File: src/rtl/my_sub_pipe.sv
// my_sub_pipe: two-stage pipelined subtractor c = a - b with borrow.
// Optional underflow counter enabled by defining MY_SUB_UNDERFLOW_CNT_EN.
module my_sub_pipe #(
  parameter int WIDTH = 16
) (
  input  logic             clk,
  input  logic             rst,
  input  logic             in_valid,
  output logic             in_ready,
  input  logic [WIDTH-1:0] a,
  input  logic [WIDTH-1:0] b,
  output logic             out_valid,
  input  logic             out_ready,
  output logic [WIDTH:0]   c
`ifdef MY_SUB_UNDERFLOW_CNT_EN
  ,
  output logic [15:0]      under_cnt
`endif
);

  localparam int LO = WIDTH / 2;
  localparam int HI = WIDTH - LO;

  // stage 1 state: low-half difference plus raw high halves
  logic          s1_valid_q, s1_valid_d;
  logic [LO-1:0] s1_dlo_q, s1_dlo_d;
  logic          s1_blo_q, s1_blo_d;
  logic [HI-1:0] s1_ahi_q, s1_ahi_d;
  logic [HI-1:0] s1_bhi_q, s1_bhi_d;

  // stage 2 state: the full result
  logic          s2_valid_q, s2_valid_d;
  logic [WIDTH:0] c_q, c_d;

  logic s2_adv;
  logic s1_adv;
  logic in_xfer;
  logic out_xfer;

  logic [LO:0] lo_diff;
  logic [HI:0] hi_diff;

  // handshake: a stage moves when its successor can take the beat
  always_comb begin
    s2_adv   = !s2_valid_q || out_ready;
    s1_adv   = !s1_valid_q || s2_adv;
    in_xfer  = in_valid && s1_adv;
    out_xfer = s2_valid_q && out_ready;
  end

  assign in_ready  = s1_adv;
  assign out_valid = s2_valid_q;
  assign c         = c_q;

  // low half subtract feeding stage 1
  always_comb begin
    lo_diff    = {1'b0, a[LO-1:0]} - {1'b0, b[LO-1:0]};
    s1_valid_d = s1_valid_q;
    s1_dlo_d   = s1_dlo_q;
    s1_blo_d   = s1_blo_q;
    s1_ahi_d   = s1_ahi_q;
    s1_bhi_d   = s1_bhi_q;
    if (s1_adv) begin
      s1_valid_d = in_valid;
    end
    if (in_xfer) begin
      s1_dlo_d = lo_diff[LO-1:0];
      s1_blo_d = lo_diff[LO];
      s1_ahi_d = a[WIDTH-1:LO];
      s1_bhi_d = b[WIDTH-1:LO];
    end
  end

  // high half subtract with the low-half borrow feeding stage 2
  always_comb begin
    hi_diff    = {1'b0, s1_ahi_q} - {1'b0, s1_bhi_q}
               - {{HI{1'b0}}, s1_blo_q};
    s2_valid_d = s2_valid_q;
    c_d        = c_q;
    if (s2_adv) begin
      s2_valid_d = s1_valid_q;
      if (s1_valid_q) begin
        c_d = {hi_diff[HI], hi_diff[HI-1:0], s1_dlo_q};
      end
    end
  end

  // stage 1 register
  always_ff @(posedge clk) begin
    if (rst) begin
      s1_valid_q <= 1'b0;
      s1_dlo_q   <= '0;
      s1_blo_q   <= 1'b0;
      s1_ahi_q   <= '0;
      s1_bhi_q   <= '0;
    end else begin
      s1_valid_q <= s1_valid_d;
      s1_dlo_q   <= s1_dlo_d;
      s1_blo_q   <= s1_blo_d;
      s1_ahi_q   <= s1_ahi_d;
      s1_bhi_q   <= s1_bhi_d;
    end
  end

  // stage 2 register; c stays put while the consumer stalls
  always_ff @(posedge clk) begin
    if (rst) begin
      s2_valid_q <= 1'b0;
      c_q        <= '0;
    end else begin
      s2_valid_q <= s2_valid_d;
      c_q        <= c_d;
    end
  end

`ifdef MY_SUB_UNDERFLOW_CNT_EN
  logic [15:0] under_cnt_q, under_cnt_d;

  // count delivered results that borrowed out, saturating at all-ones
  always_comb begin
    under_cnt_d = under_cnt_q;
    if (out_xfer && c_q[WIDTH] && (under_cnt_q != 16'hFFFF)) begin
      under_cnt_d = under_cnt_q + 16'd1;
    end
  end

  // underflow counter register
  always_ff @(posedge clk) begin
    if (rst) begin
      under_cnt_q <= '0;
    end else begin
      under_cnt_q <= under_cnt_d;
    end
  end

  assign under_cnt = under_cnt_q;
`else
  logic unused_out_xfer;
  assign unused_out_xfer = out_xfer;
`endif

endmodule

File: config.mk
export PLATFORM = sky130hd
export DESIGN_NAME = my_sub_pipe
export DESIGN_NICKNAME = d
export VERILOG_FILES = /design/src/rtl/my_sub_pipe.sv
export SDC_FILE = /design/constraint.sdc
export NUM_CORES = 1
export LEC_CHECK = 0
export BUFFER_PORTS_ARGS = -buffer_cell sky130_fd_sc_hd__buf_2
export CAP_MARGIN = 0
export CELL_PAD_IN_SITES_DETAIL_PLACEMENT = 1
export CELL_PAD_IN_SITES_GLOBAL_PLACEMENT = 1
export CORE_AREA = 2 2 80 82
export CTS_BUF_LIST = sky130_fd_sc_hd__clkbuf_16
export DETAILED_ROUTE_END_ITERATION = 6
export DIE_AREA = 0 0 82 84
export PLACE_DENSITY_LB_ADDON = 0.1
export REMOVE_ABC_BUFFERS = 1
export SYNTH_ARGS = -nofsm -noshare
export SYNTH_HDL_FRONTEND = slang
export SYNTH_SLANG_ARGS = --single-unit
export TNS_END_PERCENT = 1
File: constraint.sdc
create_clock -name clk -period 3 [get_ports clk]
set_input_delay 0.6 -clock clk [delete_from_list [all_inputs] [get_ports clk]]
set_output_delay 0.6 -clock clk [all_outputs]
set_load 0.02 [all_outputs]
==> flow_metrics.env, run 1 <==
export IMPL_status="completed"
export IMPL_worst_pin_slew_ns=0.964
export IMPL_port_buffers=54
export IMPL_vdd_ir_drop_max_v=0.000284
export IMPL_register_area_um2=881
export IMPL_crit_type="reg -> reg"
export IMPL_min_period_ns=2.15
export IMPL_min_period_over_period_pct=71.5
export IMPL_gr_total_overflow=0
export IMPL_final_hold_viol_count=0
export IMPL_die_y_um=84
export IMPL_grt_max_degree=58
export IMPL_cts_buffers=5
export IMPL_htreeDepth=2
export IMPL_core_um2=6100
export IMPL_cts_sinks=44
export IMPL_track_usage_pct=18.0
export IMPL_post_dp_hpwl_um=4050
export IMPL_hold_buffers=0
export IMPL_drt_iter0_drc=40
export IMPL_antenna_found_initial=0
export IMPL_power_mw=1.61
export IMPL_fmax_mhz=466
export IMPL_synth_edf_count=0
export IMPL_clockBufferDepth=2
export IMPL_pwr_share_comb_pct=21.5
export IMPL_cts_resized_gates=0
export IMPL_worst_hold_path_type="reg -> reg"
export IMPL_rows=29
export IMPL_num_vias=2162
export IMPL_seq_power_share_pct=40.2
export IMPL_netlist_area_um2=2440
export IMPL_rsz0062_at_grt="no"
export IMPL_drv_cap=0
export IMPL_p_per_area_nw_per_um2=553
export IMPL_synthCells=307
export IMPL_synth_seq_cells=44
export IMPL_synth_area_per_cell_um2=7.96
export IMPL_die_x_um=82
export IMPL_relSlewSlack_pct=35.7
export IMPL_cts_root_buf="clkbuf_16"
export IMPL_setup_tns_ns=0
export IMPL_cp_start_kind="flip-flop"
export IMPL_rrSetupSlack_ns=0.85
export IMPL_p_leak_nw=1.37
export IMPL_yosysWarnings=0
export IMPL_dr_pass1_iters=4
export IMPL_drc=0
export IMPL_final_cell_mix="nand2_1, buf_2, dfxtp_1"
export IMPL_grt_pass1_wl_um=9670
export IMPL_drv_slew=0
export IMPL_multi_input_area_um2=1360
export IMPL_wire_per_inst_um=12.9
export IMPL_drtAntennaViolNets=0
export IMPL_initial_utilization_pct=40.1
export IMPL_async_flop_share_pct=0
export IMPL_ys_types=45
export IMPL_final_common_cell="nand2_1"
export IMPL_ys_seq_area_share_pct=36.0
export IMPL_crit_required_ns=3.23
export IMPL_nets=416
export IMPL_cts_tree="built"
export IMPL_crit_arrival_ns=2.37
export IMPL_n_antenna_cell=0
export IMPL_p_int_mw=1.17
export IMPL_synthToLayoutAreaGrowth_pct=19.4
export IMPL_grt_pass1_vias=2209
export IMPL_post_cts_setup_buffers=0
export IMPL_finalSetupViolations=0
export IMPL_die_area_um2=6890
export IMPL_viasPerCell=4.99
export IMPL_place_gp_congestion=0.764
export IMPL_fill_cells=790
export IMPL_insertion_delay_ns=0.29
export IMPL_synth_ff_type="dfxtp_1"
export IMPL_path_clk_slew_ns=0.06
export IMPL_clock_skew_ns=0.00358
export IMPL_swShare_pct=27.6
export IMPL_path_max_fanout=3
export IMPL_p_clk_share_pct=38.3
export IMPL_wl_um=5600
export IMPL_worst_setup_path_end_kind="flip-flop"
export IMPL_drive_above_1_share_pct=21.1
export IMPL_boundaryPins=55
export IMPL_p_sw_mw=0.445
## worst max-delay path, stage by stage, from the launching register on
cell and delay (ns):
dfxtp_1 0.32, inv_1 0.06, fa_1 0.46, ha_1 0.29, o21ai_0 0.12, a21oi_2 0.21
o22ai_1 0.12, or4_1 0.41, nand3_1 0.09
## registers in the layout, indices dropped and copies added (netlist names)
name and count:
s1_ahi_q 8, out_valid 1, s1_blo_q 1, c 17, s1_dlo_q 8, s1_valid_q 1
s1_bhi_q 8
## power by group through the flow
stage	sequential, mW	clock, mW	combinational, mW
final	0.648	0.618	0.347
after global routing	0.653	0.661	0.396
after CTS	0.648	0.635	0.354
after detailed placement	0.661	0	0.351
after global placement	0.659	0	0.339
after floorplan	0.677	0	0.225
## metrics by stage
| step | setup WS, ns | util [%] | std cells | area (µm²) | hold slack [ns] |
|---|---|---|---|---|---|
| 2_1_floorplan | 0.990 | - | 292 | 2370 | 0.421 |
| 3_3_place_gp | 0.784 | 45.1 | 425 | 2750 | 0.433 |
| 3_5_place_dp | 0.750 | 45.1 | 425 | 2750 | 0.446 |
| 4_1_cts | 0.831 | 47.8 | 433 | 2920 | 0.458 |
| 5_1_grt | 0.681 | 47.8 | 433 | 2920 | 0.477 |
| 6_report | 0.854 | 47.8 | 433 | 2920 | 0.452 |
## Yosys cell counts (2+ instances only)
cell type | n | share of area, %
nand2_1 | 65 | 10
dfxtp_1 | 44 | 36
a21oi_1 | 35 | 7.2
inv_1 | 34 | 5.2
ha_1 | 22 | 11
nor2_1 | 15 | 2.3
a211oi_1 | 7 | 2.2
buf_2 | 7 | 1.4
clkbuf_1 | 6 | 0.92
nand3_1 | 6 | 1.2
nand3b_1 | 6 | 1.8
o21ai_0 | 6 | 1.2
nand4b_1 | 4 | 1.4
or4_1 | 4 | 1.2
fa_1 | 3 | 2.5
nor2b_1 | 3 | 0.77
nor3_1 | 3 | 0.61
xnor2_1 | 3 | 1.1
a21oi_2 | 2 | 0.72
and2_1 | 2 | 0.51
nor3b_1 | 2 | 0.61
o21a_1 | 2 | 0.61
o21ai_1 | 2 | 0.41
o22ai_1 | 2 | 0.51
or2_2 | 2 | 0.51
## worst paths after layout
kind | start | endpoint | depth (start not counted)
setup / recovery | s1_blo_q | c[13] | 8
hold / removal | c[0] | c[0] | 2
setup reg to reg | s1_blo_q | c[13] | 8
hold reg to reg | c[0] | c[0] | 2
## logic make-up after synthesis
group,count (synthesis),synth area share [%]
DFF,44,36.0
AOI/OAI and AO/OA,67,16.7
buffers and inverters,49,8.35
muxes,1,0.410
and+or+nand+nor,118,23.7
xor gates and xnor gates,3,1.08
adders and majority gates,25,13.7
## layer usage
| metal | routed length, µm | share of wire (%) | global-route usage [%] | vias up |
|---|---|---|---|---|
| met1 | 2400 | 43 | 20.3 | 1003 |
| met3 | 147 | 2.6 | 3.35 | 9 |
| met2 | 2940 | 53 | 32.9 | 33 |
| li1 | - | - | - | 1117 |
| met5 | 0 | 0 | 0 | - |
| met4 | 102 | 1.8 | 6.36 | 0 |
## area by class of cell
| class | instances | area share, % |
|---|---|---|
| timing repair buffer | 56 | 9.78 |
| tap | 77 | 3.30 |
| multi-input combinational | 214 | 46.6 |
| inverter | 34 | 4.38 |
| clock buffer | 5 | 4.29 |
| sequential | 44 | 30.2 |
| clock inverter | 3 | 1.46 |
No activity file was read; power rests on OpenSTA's default activity.
==> run 2: changes to the inputs <==
--- a/config.mk
+++ b/config.mk
@@ -5,14 +5,15 @@
 export SDC_FILE = /design/constraint.sdc
 export NUM_CORES = 1
 export LEC_CHECK = 0
+export ABC_AREA = 1
 export BUFFER_PORTS_ARGS = -buffer_cell sky130_fd_sc_hd__buf_2
 export CAP_MARGIN = 0
 export CELL_PAD_IN_SITES_DETAIL_PLACEMENT = 1
 export CELL_PAD_IN_SITES_GLOBAL_PLACEMENT = 1
-export CORE_AREA = 2 2 80 82
+export CORE_AREA = 2 2 89 91
 export CTS_BUF_LIST = sky130_fd_sc_hd__clkbuf_16
 export DETAILED_ROUTE_END_ITERATION = 6
-export DIE_AREA = 0 0 82 84
+export DIE_AREA = 0 0 91 93
 export PLACE_DENSITY_LB_ADDON = 0.1
 export REMOVE_ABC_BUFFERS = 1
 export SYNTH_ARGS = -nofsm -noshare
==> constraint.sdc (replaced) <==
create_clock -name clk -period 1.9 [get_ports clk]
set_input_delay 0.38 -clock clk [delete_from_list [all_inputs] [get_ports clk]]
set_output_delay 0.38 -clock clk [all_outputs]
set_load 0.02 [all_outputs]
==> run 2 against run 1 <==
Against the previous run: clock power up 35%; global-route usage down 3.5 points; first-iteration DRC count down 23%; synthesized area up 1.3%; clock skew about the same; design area up 3.2%; via count up 4.1%; largest power group unchanged; critical path type unchanged; utilization down 7.9 points.
==> flow_metrics.env, run 2 <==
export IMPL_synth_area_leaders="dfxtp_1, ha_1, inv_1"
export IMPL_track_usage_pct=14.6
export IMPL_viasPerCell=4.42
export IMPL_die_x_um=91
export IMPL_drtAntennaViolNets=0
export IMPL_synth_most_common_cell="inv_1"
export IMPL_synth_edf_count=0
export IMPL_drive_above_1_share_pct=21.1
export IMPL_cp_start_kind="flip-flop"
export IMPL_fmax_mhz=550
export IMPL_worst_hold_path_type="in -> reg"
export IMPL_min_period_over_period_pct=95.7
export IMPL_crit_required_ns=2.09
export IMPL_synth_ff_type="dfxtp_1"
export IMPL_final_cell_mix="inv_1, buf_2, nand2_1"
export IMPL_min_period_ns=1.82
export IMPL_grt_pass1_vias=2252
export IMPL_netlist_area_um2=2480
export IMPL_grt_pass1_wl_um=9950
export IMPL_synthCells=352
export IMPL_n_antenna_cell=0
export IMPL_place_gp_congestion=0.765
export IMPL_wl_um=5790
export IMPL_grt_max_degree=32
export IMPL_boundaryPins=55
export IMPL_dr_pass1_iters=4
export IMPL_initial_utilization_pct=32.9
export IMPL_crit_type="reg -> reg"
export IMPL_post_dp_hpwl_um=4390
export IMPL_synth_area_per_cell_um2=7.03
export IMPL_antenna_found_initial=0
export IMPL_rsz0062_at_grt="yes"
export IMPL_p_leak_nw=1.63
export IMPL_die_y_um=93
export IMPL_insertion_delay_ns=0.29
export IMPL_dp_cells=500
export IMPL_ys_types=24
export IMPL_p_per_area_nw_per_um2=844
export IMPL_synth_top_cell_by_area="dfxtp_1"
export IMPL_final_hold_viol_count=0
export IMPL_synthToLayoutAreaGrowth_pct=21.6
export IMPL_cts_buffers=5
export IMPL_drv_slew=0
export IMPL_path_clk_slew_ns=0.06
export IMPL_port_buffers=54
export IMPL_path_max_fanout=3
export IMPL_nets=467
export IMPL_worst_pin_slew_ns=0.479
export IMPL_core_um2=7530
export IMPL_synth_top_area_share_pct=35.6
export IMPL_finalSetupViolations=0
export IMPL_async_flop_share_pct=0
export IMPL_yosysWarnings=0
export IMPL_num_vias=2251
export IMPL_relSlewSlack_pct=68.0
export IMPL_clockBufferDepth=2
export IMPL_cts_sinks=44
export IMPL_htreeDepth=2
export IMPL_ys_seq_area_share_pct=35.6
export IMPL_wire_per_inst_um=11.4
export IMPL_cts_tree="built"
export IMPL_status="completed"
export IMPL_synth_common_cells="inv_1, nand2_1, dfxtp_1"
export IMPL_vdd_ir_drop_max_v=0.000388
export IMPL_rows=32
export IMPL_drt_iter0_drc=31
export IMPL_hold_buffers=0
export IMPL_drv_cap=0
export IMPL_final_common_cell="inv_1"
export IMPL_die_area_um2=8460
export IMPL_final_cells=509
export IMPL_crit_arrival_ns=2.00
export IMPL_synth_seq_cells=44
export IMPL_largest_register_ffs=17
export IMPL_clock_skew_ns=0.00311
export IMPL_worst_setup_path_end_kind="flip-flop"
export IMPL_gr_total_overflow=0
export IMPL_cts_root_buf="clkbuf_16"
export IMPL_setup_tns_ns=0
export IMPL_drc=0
-- run 2: cell count changes after synthesis, moves of 7 or more --
cell	delta
nand2_1	-8
inv_1	+39
a211oi_1	-7
o21ai_1	+7
o21ai_0	+20
nand3_1	+9
nor2_1	+25
-- run 2: critical path: stages, from the launching register on --
cell     delay [ns]
dfxtp_2        0.33
inv_2          0.05
fa_2           0.57
inv_2          0.05
ha_4           0.14
o21ai_2        0.12
nand2_2        0.10
nand2_1        0.08
nand2_1        0.05
nand2_1        0.05
nand3_1        0.06
nand2_1        0.09
inv_1          0.03
-- run 2: metal layers --
metal / GRT usage, % / wire [µm] / up-vias
met5: 0 / 0 / -
met4: 4.55 / 78 / 0
met3: 2.74 / 148 / 5
met2: 28.0 / 3010 / 30
met1: 16.2 / 2550 / 1020
li1: - / - / 1196
-- run 2: kinds of logic after synthesis --
group / count (synthesis) / share of synthesized area (%)
AOI/OAI and AO/OA: 71 / 14.5
DFF: 44 / 35.6
and+or+nand+nor: 119 / 19.8
buffers and inverters: 87 / 14.5
adders and majority gates: 25 / 13.5
xor gates and xnor gates: 6 / 2.12
-- run 2: what timing repair did --
action | 4_1_cts | 5_1_grt
setup endpoints to repair | 1 | 6
pin swaps | 0 | 6
gates resized for setup | 1 | 16
buffers inserted | 0 | 1
-- run 2: per-stage QoR --
stage / utilization [%] / hold slack [ns] / worst slack, ns / total power, mW / cell area [µm²]
floorplan: - / 0.430 / 0.134 / 1.51 / 2400
global placement: 37.5 / 0.440 / 0.0514 / 1.69 / 2820
detailed placement: 37.5 / 0.454 / -0.00840 / 1.71 / 2820
CTS: 39.3 / 0.344 / 0.000834 / 2.55 / 2960
global route: 40.0 / 0.362 / -0.0828 / 2.74 / 3010
finish: 40.0 / 0.344 / 0.0825 / 2.54 / 3010
-- run 2: cell type report --
class | count | area, µm²
Clock buffer | 5 | 125
Clock inverter | 3 | 13.8
Fill cell | 994 | 4520
Inverter | 76 | 285
Multi-Input combinational cell | 221 | 1270
Sequential cell | 44 | 883
Tap cell | 102 | 128
Timing Repair Buffer | 58 | 300
-- run 2: worst paths after layout --
| path | start | to | slack [ns] | depth (start not counted) |
|---|---|---|---|---|
| setup / recovery | s1_bhi_q[0] | c[13] | 0.08 | 12 |
| hold reg to reg | s1_dlo_q[5] | c[5] | 0.46 | 2 |
| hold / removal | b[15] | s1_bhi_q[7] | 0.34 | 3 |
| setup reg to reg | s1_bhi_q[0] | c[13] | 0.08 | 12 |
-- run 2: where the power goes --
part,internal (mW),switching (mW),total (mW),leakage (nW)
clock network,0.478,0.358,0.836,0.0710
registers,0.998,0.0347,1.03,0.365
logic,0.263,0.408,0.671,1.19
total,1.74,0.800,2.54,1.63
